--- config.mk ---
export PLATFORM = sky130hd
export DESIGN_NAME = ps2_host_tx_flat
export DESIGN_NICKNAME = d
export VERILOG_FILES = /design/src/rtl/ps2_host_tx_pkg.sv /design/src/rtl/ps2_host_tx_if.sv /design/src/rtl/ps2_line_filter.sv /design/src/rtl/ps2_host_tx.sv /design/src/flat_wrapper.sv
export SDC_FILE = /design/constraint.sdc
export NUM_CORES = 1
export LEC_CHECK = 0
export ABC_AREA = 1
export BUFFER_PORTS_ARGS = -buffer_cell sky130_fd_sc_hd__buf_2
export CAP_MARGIN = 20
export CELL_PAD_IN_SITES_DETAIL_PLACEMENT = 1
export CELL_PAD_IN_SITES_GLOBAL_PLACEMENT = 2
export CORE_MARGIN = 2
export CORE_UTILIZATION = 38
export DETAILED_ROUTE_END_ITERATION = 16
export MAX_ROUTING_LAYER = met4
export PLACE_DENSITY = 0.83
export SYNTH_ARGS = -nofsm -noshare
export SYNTH_HDL_FRONTEND = slang
export SYNTH_SLANG_ARGS = --single-unit
--- constraint.sdc ---
create_clock -name clk -period 2.9 [get_ports clk]
set_clock_uncertainty 0.15 [all_clocks]
set_input_delay 0.145 -clock clk [delete_from_list [all_inputs] [get_ports clk]]
set_output_delay 0.145 -clock clk [all_outputs]
set_load 0.01 [all_outputs]
--- src/rtl/ps2_host_tx_pkg.sv ---
`default_nettype none
// +--------------------------------------------------------------------------+
// | Module   : ps2_host_tx_pkg                                               |
// | Purpose  : Shared types and constants for the PS/2 host-to-device        |
// |            transmitter: FSM state encoding, frame geometry, common       |
// |            keyboard command bytes and a frame-bit lookup helper.         |
// | Ports    : none (package)                                                |
// | Revision : 1.0  initial release                                          |
// +--------------------------------------------------------------------------+
package ps2_host_tx_pkg;

  typedef enum logic [2:0] {
    ST_IDLE      = 3'd0,
    ST_INHIBIT   = 3'd1,
    ST_START     = 3'd2,
    ST_SHIFT     = 3'd3,
    ST_ACK       = 3'd4,
    ST_WAIT_IDLE = 3'd5,
    ST_DONE      = 3'd6
  } state_e;

  // Device falling edges in one host-to-device frame (10 bits + ACK bit).
  localparam int FRAME_FALLS = 11;
  // Fall after which the stop bit is presented.
  localparam int STOP_FALL   = 10;
  // Cycles the start bit overlaps the clock inhibit before clock release.
  localparam int START_HOLD_CYCLES = 2;

  localparam logic [7:0] CMD_SET_LED = 8'hED;
  localparam logic [7:0] CMD_RESET   = 8'hFF;
  localparam logic [7:0] CMD_ENABLE  = 8'hF4;

  // Bit presented on the wire after fall number idx:
  // 0 = start, 1..8 = d0..d7, 9 = odd parity, 10 = stop.
  function automatic logic frame_bit(input logic [7:0] data, input logic [3:0] idx);
    logic [10:0] frame;
    frame = {1'b1, ~^data, data, 1'b0};
    if (idx <= 4'd10) begin
      return frame[idx];
    end
    return 1'b1;
  endfunction

endpackage
`default_nettype wire

--- src/rtl/ps2_host_tx_if.sv ---
`default_nettype none
// +--------------------------------------------------------------------------+
// | Module   : ps2_host_tx_if                                                |
// | Purpose  : Command handshake and status bundle of the PS/2 transmitter.  |
// | Ports    : tx_data/tx_valid (request), tx_ready (accept window),         |
// |            busy, done (1-cycle pulse), ack_ok (qualifies done).          |
// |            master = command issuer, slave = transmitter.                 |
// | Revision : 1.0  initial release                                          |
// +--------------------------------------------------------------------------+
interface ps2_host_tx_if;
  logic [7:0] tx_data;
  logic       tx_valid;
  logic       tx_ready;
  logic       busy;
  logic       done;
  logic       ack_ok;

  modport master (
    output tx_data, tx_valid,
    input  tx_ready, busy, done, ack_ok
  );

  modport slave (
    input  tx_data, tx_valid,
    output tx_ready, busy, done, ack_ok
  );
endinterface
`default_nettype wire

--- src/rtl/ps2_line_filter.sv ---
`default_nettype none
// +--------------------------------------------------------------------------+
// | Module   : ps2_line_filter                                               |
// | Purpose  : 2-FF synchronizer followed by a stability filter for one      |
// |            open-drain PS/2 line. The output only follows the input after |
// |            FILTER_LEN consecutive equal synchronized samples.            |
// | Ports    : clk, rst (async, active low), line_i (raw pin),               |
// |            level_o (filtered level).                                     |
// | Revision : 1.0  initial release                                          |
// +--------------------------------------------------------------------------+
module ps2_line_filter #(
  parameter int FILTER_LEN = 8
) (
  input  logic clk,
  input  logic rst,
  input  logic line_i,
  output logic level_o
);

  localparam int              CNT_W    = (FILTER_LEN > 1) ? $clog2(FILTER_LEN) : 1;
  localparam logic [CNT_W-1:0] CNT_LAST = CNT_W'(FILTER_LEN - 1);

  logic             sync1_q, sync1_d;
  logic             sync2_q, sync2_d;
  logic             level_q, level_d;
  logic [CNT_W-1:0] cnt_q,   cnt_d;

  always_comb begin
    sync1_d = line_i;
    sync2_d = sync1_q;
    level_d = level_q;
    cnt_d   = '0;
    // Count samples that disagree with the current level; any agreeing
    // sample restarts the run.
    if (sync2_q != level_q) begin
      if (cnt_q == CNT_LAST) begin
        level_d = sync2_q;
      end else begin
        cnt_d = cnt_q + CNT_W'(1);
      end
    end
  end

  // Lines idle high (pull-ups), so everything resets to 1.
  always_ff @(posedge clk or negedge rst) begin
    if (!rst) begin
      sync1_q <= 1'b1;
      sync2_q <= 1'b1;
      level_q <= 1'b1;
      cnt_q   <= '0;
    end else begin
      sync1_q <= sync1_d;
      sync2_q <= sync2_d;
      level_q <= level_d;
      cnt_q   <= cnt_d;
    end
  end

  assign level_o = level_q;

endmodule
`default_nettype wire

--- src/rtl/ps2_host_tx.sv ---
`default_nettype none
// +--------------------------------------------------------------------------+
// | Module   : ps2_host_tx                                                   |
// | Purpose  : PS/2 host-to-device transmitter. Inhibits the bus, issues a   |
// |            start bit, shifts one command byte (LSB first, odd parity,    |
// |            stop) on device clock falls and reports the device ACK.       |
// | Ports    : clk, rst (async, active low)                                  |
// |            bus            : ps2_host_tx_if.slave (command/status)        |
// |            ps2_clk_i/ps2_data_i        : raw pin levels                  |
// |            ps2_clk_drive/ps2_data_drive: 1 = pull line low               |
// | Revision : 1.0  initial release                                          |
// +--------------------------------------------------------------------------+
module ps2_host_tx
  import ps2_host_tx_pkg::*;
#(
  parameter int INHIBIT_CYCLES = 10000,
  parameter int TIMEOUT_CYCLES = 2000000,
  parameter int FILTER_LEN     = 8
) (
  input  logic           clk,
  input  logic           rst,
  ps2_host_tx_if.slave   bus,
  input  logic           ps2_clk_i,
  input  logic           ps2_data_i,
  output logic           ps2_clk_drive,
  output logic           ps2_data_drive
);

  localparam int CNT_MAX = (INHIBIT_CYCLES > TIMEOUT_CYCLES) ? INHIBIT_CYCLES : TIMEOUT_CYCLES;
  localparam int CNT_W   = $clog2(CNT_MAX + 1);

  // The start-bit hold is part of the clock-low period, so the INHIBIT
  // state itself is shortened by the hold length.
  localparam logic [CNT_W-1:0] INHIBIT_LAST = CNT_W'(INHIBIT_CYCLES - START_HOLD_CYCLES - 1);
  localparam logic [CNT_W-1:0] START_LAST   = CNT_W'(START_HOLD_CYCLES - 1);
  localparam logic [CNT_W-1:0] TIMEOUT_LAST = CNT_W'(TIMEOUT_CYCLES - 1);

  state_e           state_q,      state_d;
  logic [CNT_W-1:0] cnt_q,        cnt_d;
  logic [3:0]       bit_cnt_q,    bit_cnt_d;
  logic [7:0]       byte_q,       byte_d;
  logic             data_drive_q, data_drive_d;
  logic             ack_q,        ack_d;
  logic             clk_prev_q,   clk_prev_d;

  logic       clk_level;
  logic       data_level;
  logic       clk_fall;
  logic       accept;
  logic [3:0] bit_cnt_inc;
  logic       timeout_hit;

  ps2_line_filter #(.FILTER_LEN(FILTER_LEN)) u_clk_filter (
    .clk     (clk),
    .rst     (rst),
    .line_i  (ps2_clk_i),
    .level_o (clk_level)
  );

  ps2_line_filter #(.FILTER_LEN(FILTER_LEN)) u_data_filter (
    .clk     (clk),
    .rst     (rst),
    .line_i  (ps2_data_i),
    .level_o (data_level)
  );

  assign clk_fall    = clk_prev_q & ~clk_level;
  assign accept      = bus.tx_valid && (state_q == ST_IDLE);
  assign bit_cnt_inc = bit_cnt_q + 4'd1;
  assign timeout_hit = (cnt_q == TIMEOUT_LAST);

  always_comb begin
    state_d      = state_q;
    cnt_d        = cnt_q;
    bit_cnt_d    = bit_cnt_q;
    byte_d       = byte_q;
    data_drive_d = data_drive_q;
    ack_d        = ack_q;
    clk_prev_d   = clk_level;

    case (state_q)
      ST_IDLE: begin
        cnt_d        = '0;
        bit_cnt_d    = '0;
        data_drive_d = 1'b0;
        if (accept) begin
          byte_d  = bus.tx_data;
          ack_d   = 1'b0;
          state_d = ST_INHIBIT;
        end
      end

      ST_INHIBIT: begin
        if (cnt_q == INHIBIT_LAST) begin
          cnt_d        = '0;
          data_drive_d = 1'b1;   // start bit, held until fall 1
          state_d      = ST_START;
        end else begin
          cnt_d = cnt_q + CNT_W'(1);
        end
      end

      ST_START: begin
        if (cnt_q == START_LAST) begin
          cnt_d     = '0;
          bit_cnt_d = '0;
          state_d   = ST_SHIFT;
        end else begin
          cnt_d = cnt_q + CNT_W'(1);
        end
      end

      ST_SHIFT: begin
        if (clk_fall) begin
          cnt_d        = '0;
          bit_cnt_d    = bit_cnt_inc;
          data_drive_d = ~frame_bit(byte_q, bit_cnt_inc);
          if (bit_cnt_inc == 4'(STOP_FALL)) begin
            state_d = ST_ACK;
          end
        end else if (timeout_hit) begin
          cnt_d        = '0;
          data_drive_d = 1'b0;
          ack_d        = 1'b0;
          state_d      = ST_DONE;
        end else begin
          cnt_d = cnt_q + CNT_W'(1);
        end
      end

      ST_ACK: begin
        if (clk_fall) begin
          cnt_d     = '0;
          bit_cnt_d = 4'(FRAME_FALLS);
          ack_d     = ~data_level;   // device pulls data low to ACK
          state_d   = ST_WAIT_IDLE;
        end else if (timeout_hit) begin
          cnt_d        = '0;
          data_drive_d = 1'b0;
          ack_d        = 1'b0;
          state_d      = ST_DONE;
        end else begin
          cnt_d = cnt_q + CNT_W'(1);
        end
      end

      ST_WAIT_IDLE: begin
        if (clk_level && data_level) begin
          cnt_d   = '0;
          state_d = ST_DONE;
        end else if (clk_fall) begin
          cnt_d = '0;
        end else if (timeout_hit) begin
          cnt_d   = '0;
          ack_d   = 1'b0;
          state_d = ST_DONE;
        end else begin
          cnt_d = cnt_q + CNT_W'(1);
        end
      end

      ST_DONE: begin
        cnt_d   = '0;
        state_d = ST_IDLE;
      end

      default: begin
        cnt_d        = '0;
        data_drive_d = 1'b0;
        state_d      = ST_IDLE;
      end
    endcase
  end

  // Asynchronous reset releases both lines at once: clk_drive decodes the
  // state register and data_drive is itself a reset flop.
  always_ff @(posedge clk or negedge rst) begin
    if (!rst) begin
      state_q      <= ST_IDLE;
      cnt_q        <= '0;
      bit_cnt_q    <= '0;
      byte_q       <= '0;
      data_drive_q <= 1'b0;
      ack_q        <= 1'b0;
      clk_prev_q   <= 1'b1;
    end else begin
      state_q      <= state_d;
      cnt_q        <= cnt_d;
      bit_cnt_q    <= bit_cnt_d;
      byte_q       <= byte_d;
      data_drive_q <= data_drive_d;
      ack_q        <= ack_d;
      clk_prev_q   <= clk_prev_d;
    end
  end

  assign ps2_clk_drive  = (state_q == ST_INHIBIT) || (state_q == ST_START);
  assign ps2_data_drive = data_drive_q;

  assign bus.tx_ready = (state_q == ST_IDLE);
  assign bus.busy     = (state_q != ST_IDLE);
  assign bus.done     = (state_q == ST_DONE);
  assign bus.ack_ok   = (state_q == ST_DONE) && ack_q;

endmodule
`default_nettype wire

--- src/flat_wrapper.sv ---
// flat-port wrapper written by rule: the top's interface ports become plain ports
module ps2_host_tx_flat import ps2_host_tx_pkg::*;
#(
  parameter int INHIBIT_CYCLES = 10000,
  parameter int TIMEOUT_CYCLES = 2000000,
  parameter int FILTER_LEN     = 8
)
  (clk, rst, ps2_clk_i, ps2_data_i, ps2_clk_drive, ps2_data_drive, bus_tx_data, bus_tx_valid, bus_tx_ready, bus_busy, bus_done, bus_ack_ok);
  ps2_host_tx_if bus_i ();
  input  logic clk;
  input  logic rst;
  input  logic ps2_clk_i;
  input  logic ps2_data_i;
  output logic ps2_clk_drive;
  output logic ps2_data_drive;
  input wire logic [$bits(bus_i.tx_data)-1:0] bus_tx_data;
  input wire logic [$bits(bus_i.tx_valid)-1:0] bus_tx_valid;
  output wire logic [$bits(bus_i.tx_ready)-1:0] bus_tx_ready;
  output wire logic [$bits(bus_i.busy)-1:0] bus_busy;
  output wire logic [$bits(bus_i.done)-1:0] bus_done;
  output wire logic [$bits(bus_i.ack_ok)-1:0] bus_ack_ok;
  assign bus_i.tx_data = bus_tx_data;
  assign bus_i.tx_valid = bus_tx_valid;
  assign bus_tx_ready = bus_i.tx_ready;
  assign bus_busy = bus_i.busy;
  assign bus_done = bus_i.done;
  assign bus_ack_ok = bus_i.ack_ok;
  ps2_host_tx #(.INHIBIT_CYCLES(INHIBIT_CYCLES), .TIMEOUT_CYCLES(TIMEOUT_CYCLES), .FILTER_LEN(FILTER_LEN)) u_core (.clk(clk), .rst(rst), .bus(bus_i), .ps2_clk_i(ps2_clk_i), .ps2_data_i(ps2_data_i), .ps2_clk_drive(ps2_clk_drive), .ps2_data_drive(ps2_data_drive));
endmodule
### After elaboration in Yosys (flattened, before gate mapping)

Index checks and enable logic that the tools add are counted.

* flip-flop bits (word level): 51
* input port bits: 13
* output and inout port bits: 6
* logic and storage cells: 111

* add/subtract/negate cells: 4
* order comparisons: 2
* eq/ne operators: 23
* multiplexer cells: 44
* bitwise logic cells: 5
* reduce and logical (&&, ||, !) cells: 18

Operators with widths (number)
* 21-bit two-way mux: 5
* 21-bit case mux with 4 select lines: 1
* 3-bit two-way mux: 13
* 21-bit by 1-bit adder with 21-bit output (second input constant): 1
* 21-bit by 1-bit equality test with 1-bit output (second input constant): 1
* 21-bit by 14-bit equality test with 1-bit output (second input constant): 1
* 21-bit equality test (second input constant): 1
* 3-bit case mux with 6 select lines: 1
* 1-bit two-way mux: 17
* 4-bit case mux with 4 select lines: 1
* 3-bit equality test (second input constant): 5
* 4-bit two-way mux: 3
* 2-bit by 1-bit != test with 1-bit output (second input constant): 5
* 1-bit case mux with 4 select lines: 2
* 4-bit nonzero test: 2
* 8-bit XNOR reduction: 1
* 3-bit by 1-bit adder with 3-bit output (second input constant): 2
* 3-bit by 2-bit equality test with 1-bit output (second input constant): 2
* 3-bit != test (second input constant): 2
* 2-bit AND reduction: 3
* 3-bit AND reduction: 2
* 4-bit by 5-bit less-than comparator with 1-bit output (second input constant): 1
* 5-bit AND reduction: 1
* 4-bit by 1-bit adder with 4-bit output (second input constant): 1
* other kinds (15): 22

### Logic depth before layout (Yosys ltp)

* depth in word-level cells: 11
* gate-level depth with buffers: 14
* depth with buffers taken out: 14

### Cells and area by module

From an unflattened synthesis, not the netlist that was laid out.

* cells, all modules: 398
* area, all modules: 3094.2 µm²

Modules (own cells, without submodules)
* ps2_host_tx: instances 1, cells each 356, area an instance 2631.3 µm², seq. area each 977.2 µm²
* ps2_line_filter: instances 2, cells each 21, area an instance 231.5 µm², seq. area each 153.9 µm²

### Worst setup path before layout

No wires, ideal clock.

* kind: reg-to-reg
* from: register u_core.cnt_q[0]
* to: register u_core.cnt_q[5]
* library setup time: 0.124 ns
* arrival: 1.562 ns
* required time: 2.626 ns
* path slack: 1.064 ns
* stages on the path, launching flop included: 12
* buffers on the path: 1
* period minus slack after synthesis: 1.836 ns
* path through: dfrtp_1 > ha_1 > inv_1 > nor2_2 > nand2_1 > nor2_1 > nand4_1 > inv_1 > o21ai_4 > inv_4 > buf_12 > nor2_4

* longest elaborated chain between the ends: 5
* elaborated cells on any way between the ends: 10
* those cells by class: add/sub: 1; eq/ne: 3; mux: 6

Ends and longest elaborated chain
* start: declaration: line ps2_host_tx.sv:39 `logic [CNT_W-1:0] cnt_q, cnt_d;`
* start signal: assignment: line ps2_host_tx.sv:188 `cnt_q <= cnt_d;`
* 21-bit by 1-bit adder with 21-bit output / 21-bit equality test (equally long branches)
* 21-bit two-way mux: line ps2_host_tx.sv:121, ps2_host_tx.sv:137, ps2_host_tx.sv:153
* 21-bit two-way mux: line ps2_host_tx.sv:151 `end else if (clk_fall) begin`
* 21-bit two-way mux: line ps2_host_tx.sv:148 `if (clk_level && data_level) begin`
* 21-bit case mux with 4 select lines (*): line ps2_host_tx.sv:81 `case (state_q)`
* via u_core.cnt_d[5]: line ps2_host_tx.sv:39

Mark *: on every way through the listed nets, which the timed path passes. The rest lies on a longest branch.
A chain may end at the register's enable or synchronous reset.

### Worst setup path after layout

* from: register u_core.cnt_q[0]
* to: register u_core.cnt_q[11]

The elaborated chain is that of the path after synthesis.

==> metrics.md <==
| Metric | Value |
|---|---|
| Status | finished clean |
| Pwr/cell area | 779.7 nW/um^2 |
| Antenna Nets Post-Route | 0 |
| Post-Synth Adder-Cell Area | 2.843% |
| Setup CP Type | reg2reg |
| Synth Flop Type | dfrtp_1 |
| Post-synthesis sequential area ratio | 41.71% |
| Die height | approximately 94 um |
| Clk_lat worst skew | 0.31 ns |
| Fmax | about 0.44 GHz |
| I/O Buffers | 18 |
| Die width | approximately 94 um |
| Tcrit/Tclk final | 78.47% |
| Post-Synthesis Cells | 412 |
| Iter 0 DRT Violations | 60 |
| RSZ-0062 raised after global routing | false |
| Number of synthesized flops with an enable pin | 0 |
| Critical Path Slowest Stage Cell | dfrtp_1 |
| Detail Placement HPWL | 6.021 mm |
| Overall die area | 8843 um^2 |
| Syn nets | 432 |
| Clock sink total | 51 |
| Post-Route WL | around 7.7 mm |
| Root buf cell | clkbuf_8 |
| Nets | around 470 |
| Antenna violations before repair | 0 |
| Num CTS Buffers | 5 |
| GP Congestion | 0.8723 |
| Synthesized area | 3080 um^2 |
| Synth cell count leaders | nand2_1 (98), inv_1 (58), nor2_1 (53) |
| Total power | 2.740 mW |
| Synth Warn # | 0 |
| Mux share of post-synthesis cell area | 1.097% |
| Via count | 2,704 |
| Simple-Gate Fraction of Synth Area | between 30% and 40% |
| Worst setup EP type | flop |
| Arrival @ worst endpoint | 2.32 ns |
| Per-cell routed wire length | around 14 um |
| Vias per cell | around 4.9 |
| Post-synth ARST share | 100.0% |
| Slew margin rel. | 58.11% |
| Top-area cell type share of the netlist area | 35.74% |
| Flip-flop and latch count after synthesis | a little over 50 |
| Core Region | 7807 um^2 |
| Tightest Hold Check Type | in2reg |
| Ratio of cells with drive above 1 in the final layout | between 10 and 15% |
| Final hold vios | 0 |
| XOR/XNOR Fraction of Synth Area | 5.686% |
| # resized after CTS | 0 |
| Top-count cell post-synth | nand2_1 |
| Max-cap viol count | 0 |
| CP Cell Sequence | ha_1 -> inv_1 -> nor2_2 -> nand2_1 -> nor2_1 -> nand4_1 -> inv_1 -> o21ai_4 -> inv_4 -> nor2_1 |
| Worst-Margin Slew | 0.6268 ns |
| Overflow after GRT | 0 |
| Max Buffers Root-to-Sink | 2 |
| Largest family of logic cells by synthesized area | simple AND/OR/NAND/NOR gates |
| Startpoint types | flop |
| Clk slew on worst S/H paths | 0.10 ns |
| Min cycle time layout | 2.276 ns |
| First-pass GRT wire length | 13.18 mm |
| FP Rows | 32 |
| Router iterations before antenna repair | 4 |
| Area leader, netlist | dfrtp_1 |
| CTS tree | built |
| Area delta synth->final | 14.05% |
| Initial Util | 39.46% |
| Cell variety after synth | 35 |
| Count of final setup violators | 0 |
| Critical Path RT | around 3.0 ns |
| Register Area | 1285 um^2 |
| Synth Area in Compound Gates | 6.986% |
| Fillers | around 1,000 |
| P_leak | 1.690 nW |
| Max-slew violations | 0 |
| Peak supply drop | between 300 and 400 uV |
| Total track usage | 19.56% |
| Largest net degree at the start of global routing | 48 |
| Critical path peak fanout | 18 |
| I/O pin count | 19 |
| Multi-input logic area | 1523 um^2 |
| DRC Markers | 0 |
| Largest cells by area after synthesis | dfrtp_1 (36%), nand2_1 (12%), inv_1 (7.1%) |
| Vias in the first global route | around 2,800 |
| Mapped Avg Cell Area | 7.477 um^2 |
| N_diodes | 0 |
| Setup TNS | 0 ns |
| H-tree depth | 2 |
| Critical Path Max Stage Delay | 0.47 ns |
## registers in the layout, summed over array words and instances (netlist names)
name                          flops
u_core.ack_q                      1
u_core.u_data_filter.sync2_q      1
u_core.u_clk_filter.sync2_q       1
u_core.bit_cnt_q                  4
u_core.cnt_q                     21
u_core.u_clk_filter.level_o       1
u_core.clk_prev_q                 1
u_core.u_clk_filter.cnt_q         3
u_core.state_q                    3
u_core.u_clk_filter.sync1_q       1
u_core.byte_q                     8
u_core.u_data_filter.sync1_q      1
u_core.u_data_filter.cnt_q        3
u_core.ps2_data_drive             1
u_core.u_data_filter.level_o      1
## report_power, final
group | switching (mW) | total (mW) | internal, mW | leakage [nW]
Combinational | 0.797 | 1.21 | 0.414 | 0.988
Clock | 0.234 | 0.493 | 0.259 | 0.0524
Sequential | 0.154 | 1.04 | 0.882 | 0.650
## metal layers
layer / up-vias / global-route usage [%] / share of wire, %
met3: 6 / 2.809 / 3.2
met1: 1292 / 27.01 / 50
li1: 1370 / - / -
met4: 0 / 4.469 / 0.96
met5: - / - / 0
met2: 36 / 30.71 / 46
## cells in the final DEF, fill, tap and decap left out, types with 3 or more instances in the layout
cell and count:
a21oi_1 17, buf_2 18, clkbuf_8 5, dfrtp_1 44
dfstp_2 7, dlygate4sd3_1 11, ha_1 7, inv_1 58
inv_2 4, mux2_2 3, nand2_1 98, nand2_2 4
nand3_1 22, nand4_1 13, nor2_1 53, nor2_2 12
nor3_1 14, nor3b_1 3, o21ai_0 14, xnor2_1 5
xor2_1 15
## stage by stage
stage          worst slack, ns  hold slack [ns]  cell area, um^2  std cells  util [%]
2_1_floorplan            1.064          -0.3006             3080        412         -
3_3_place_gp            0.6429           0.1004             3277        530     41.97
3_5_place_dp            0.6197           0.1019             3277        530     41.97
4_1_cts                 0.5914          0.05575             3493        549     44.74
5_1_grt                 0.3956           0.1029             3513        550     45.00
6_report                0.6243          0.06550             3513        550     45.00
## layout make-up
type / instances / share of cell area [%]
Tap cell: 102 / 3.632
Clock inverter: 1 / 0.8547
Timing Repair Buffer: 31 / 6.481
Multi-Input combinational cell: 294 / 43.34
Sequential cell: 51 / 36.57
Inverter: 64 / 6.944
Clock buffer: 7 / 2.172
## worst max-delay path, delay by kind of cell (launching register included)
kind	cells	cell delay, ns
and+or+nand+nor	5	0.73
adders and majority gates	1	0.24
AOI/OAI and AO/OA	1	0.08
buffers and inverters	3	0.48
DFF	1	0.47
## logic make-up (layout without fill, tap and decap cells)
kind of cell | Yosys count | in the layout
and+or+nand+nor | 226 | 226
buffers and inverters | 67 | 103
DFF | 51 | 51
AOI/OAI and AO/OA | 38 | 38
xor gates and xnor gates | 20 | 20
adders and majority gates | 7 | 7
muxes | 3 | 3
## path summary, 6_finish.rpt
| path | startpoint | endpoint | slack, ns | cells past startpoint |
|---|---|---|---|---|
| worst max-delay path | u_core.cnt_q[0] | u_core.cnt_q[11] | 0.62 | 10 |
| worst min-delay path | bus_tx_valid | u_core.state_q[0] | 0.07 | 4 |
| worst max register to register | u_core.cnt_q[0] | u_core.cnt_q[11] | 0.62 | 10 |
| worst min register to register | u_core.u_data_filter.sync1_q | u_core.u_data_filter.sync2_q | 0.21 | 0 |
| max in group asynchronous | rst | u_core.clk_prev_q | 1.75 | 4 |
| min in group asynchronous | rst | u_core.cnt_q[11] | 0.12 | 2 |
## repair_timing
action / in CTS / in global routing
setup buffers: 0 / 0
hold buffers: 11 / 0
endpoints found under the hold margin: 54 / 0
(Power assumes the default switching activity.)
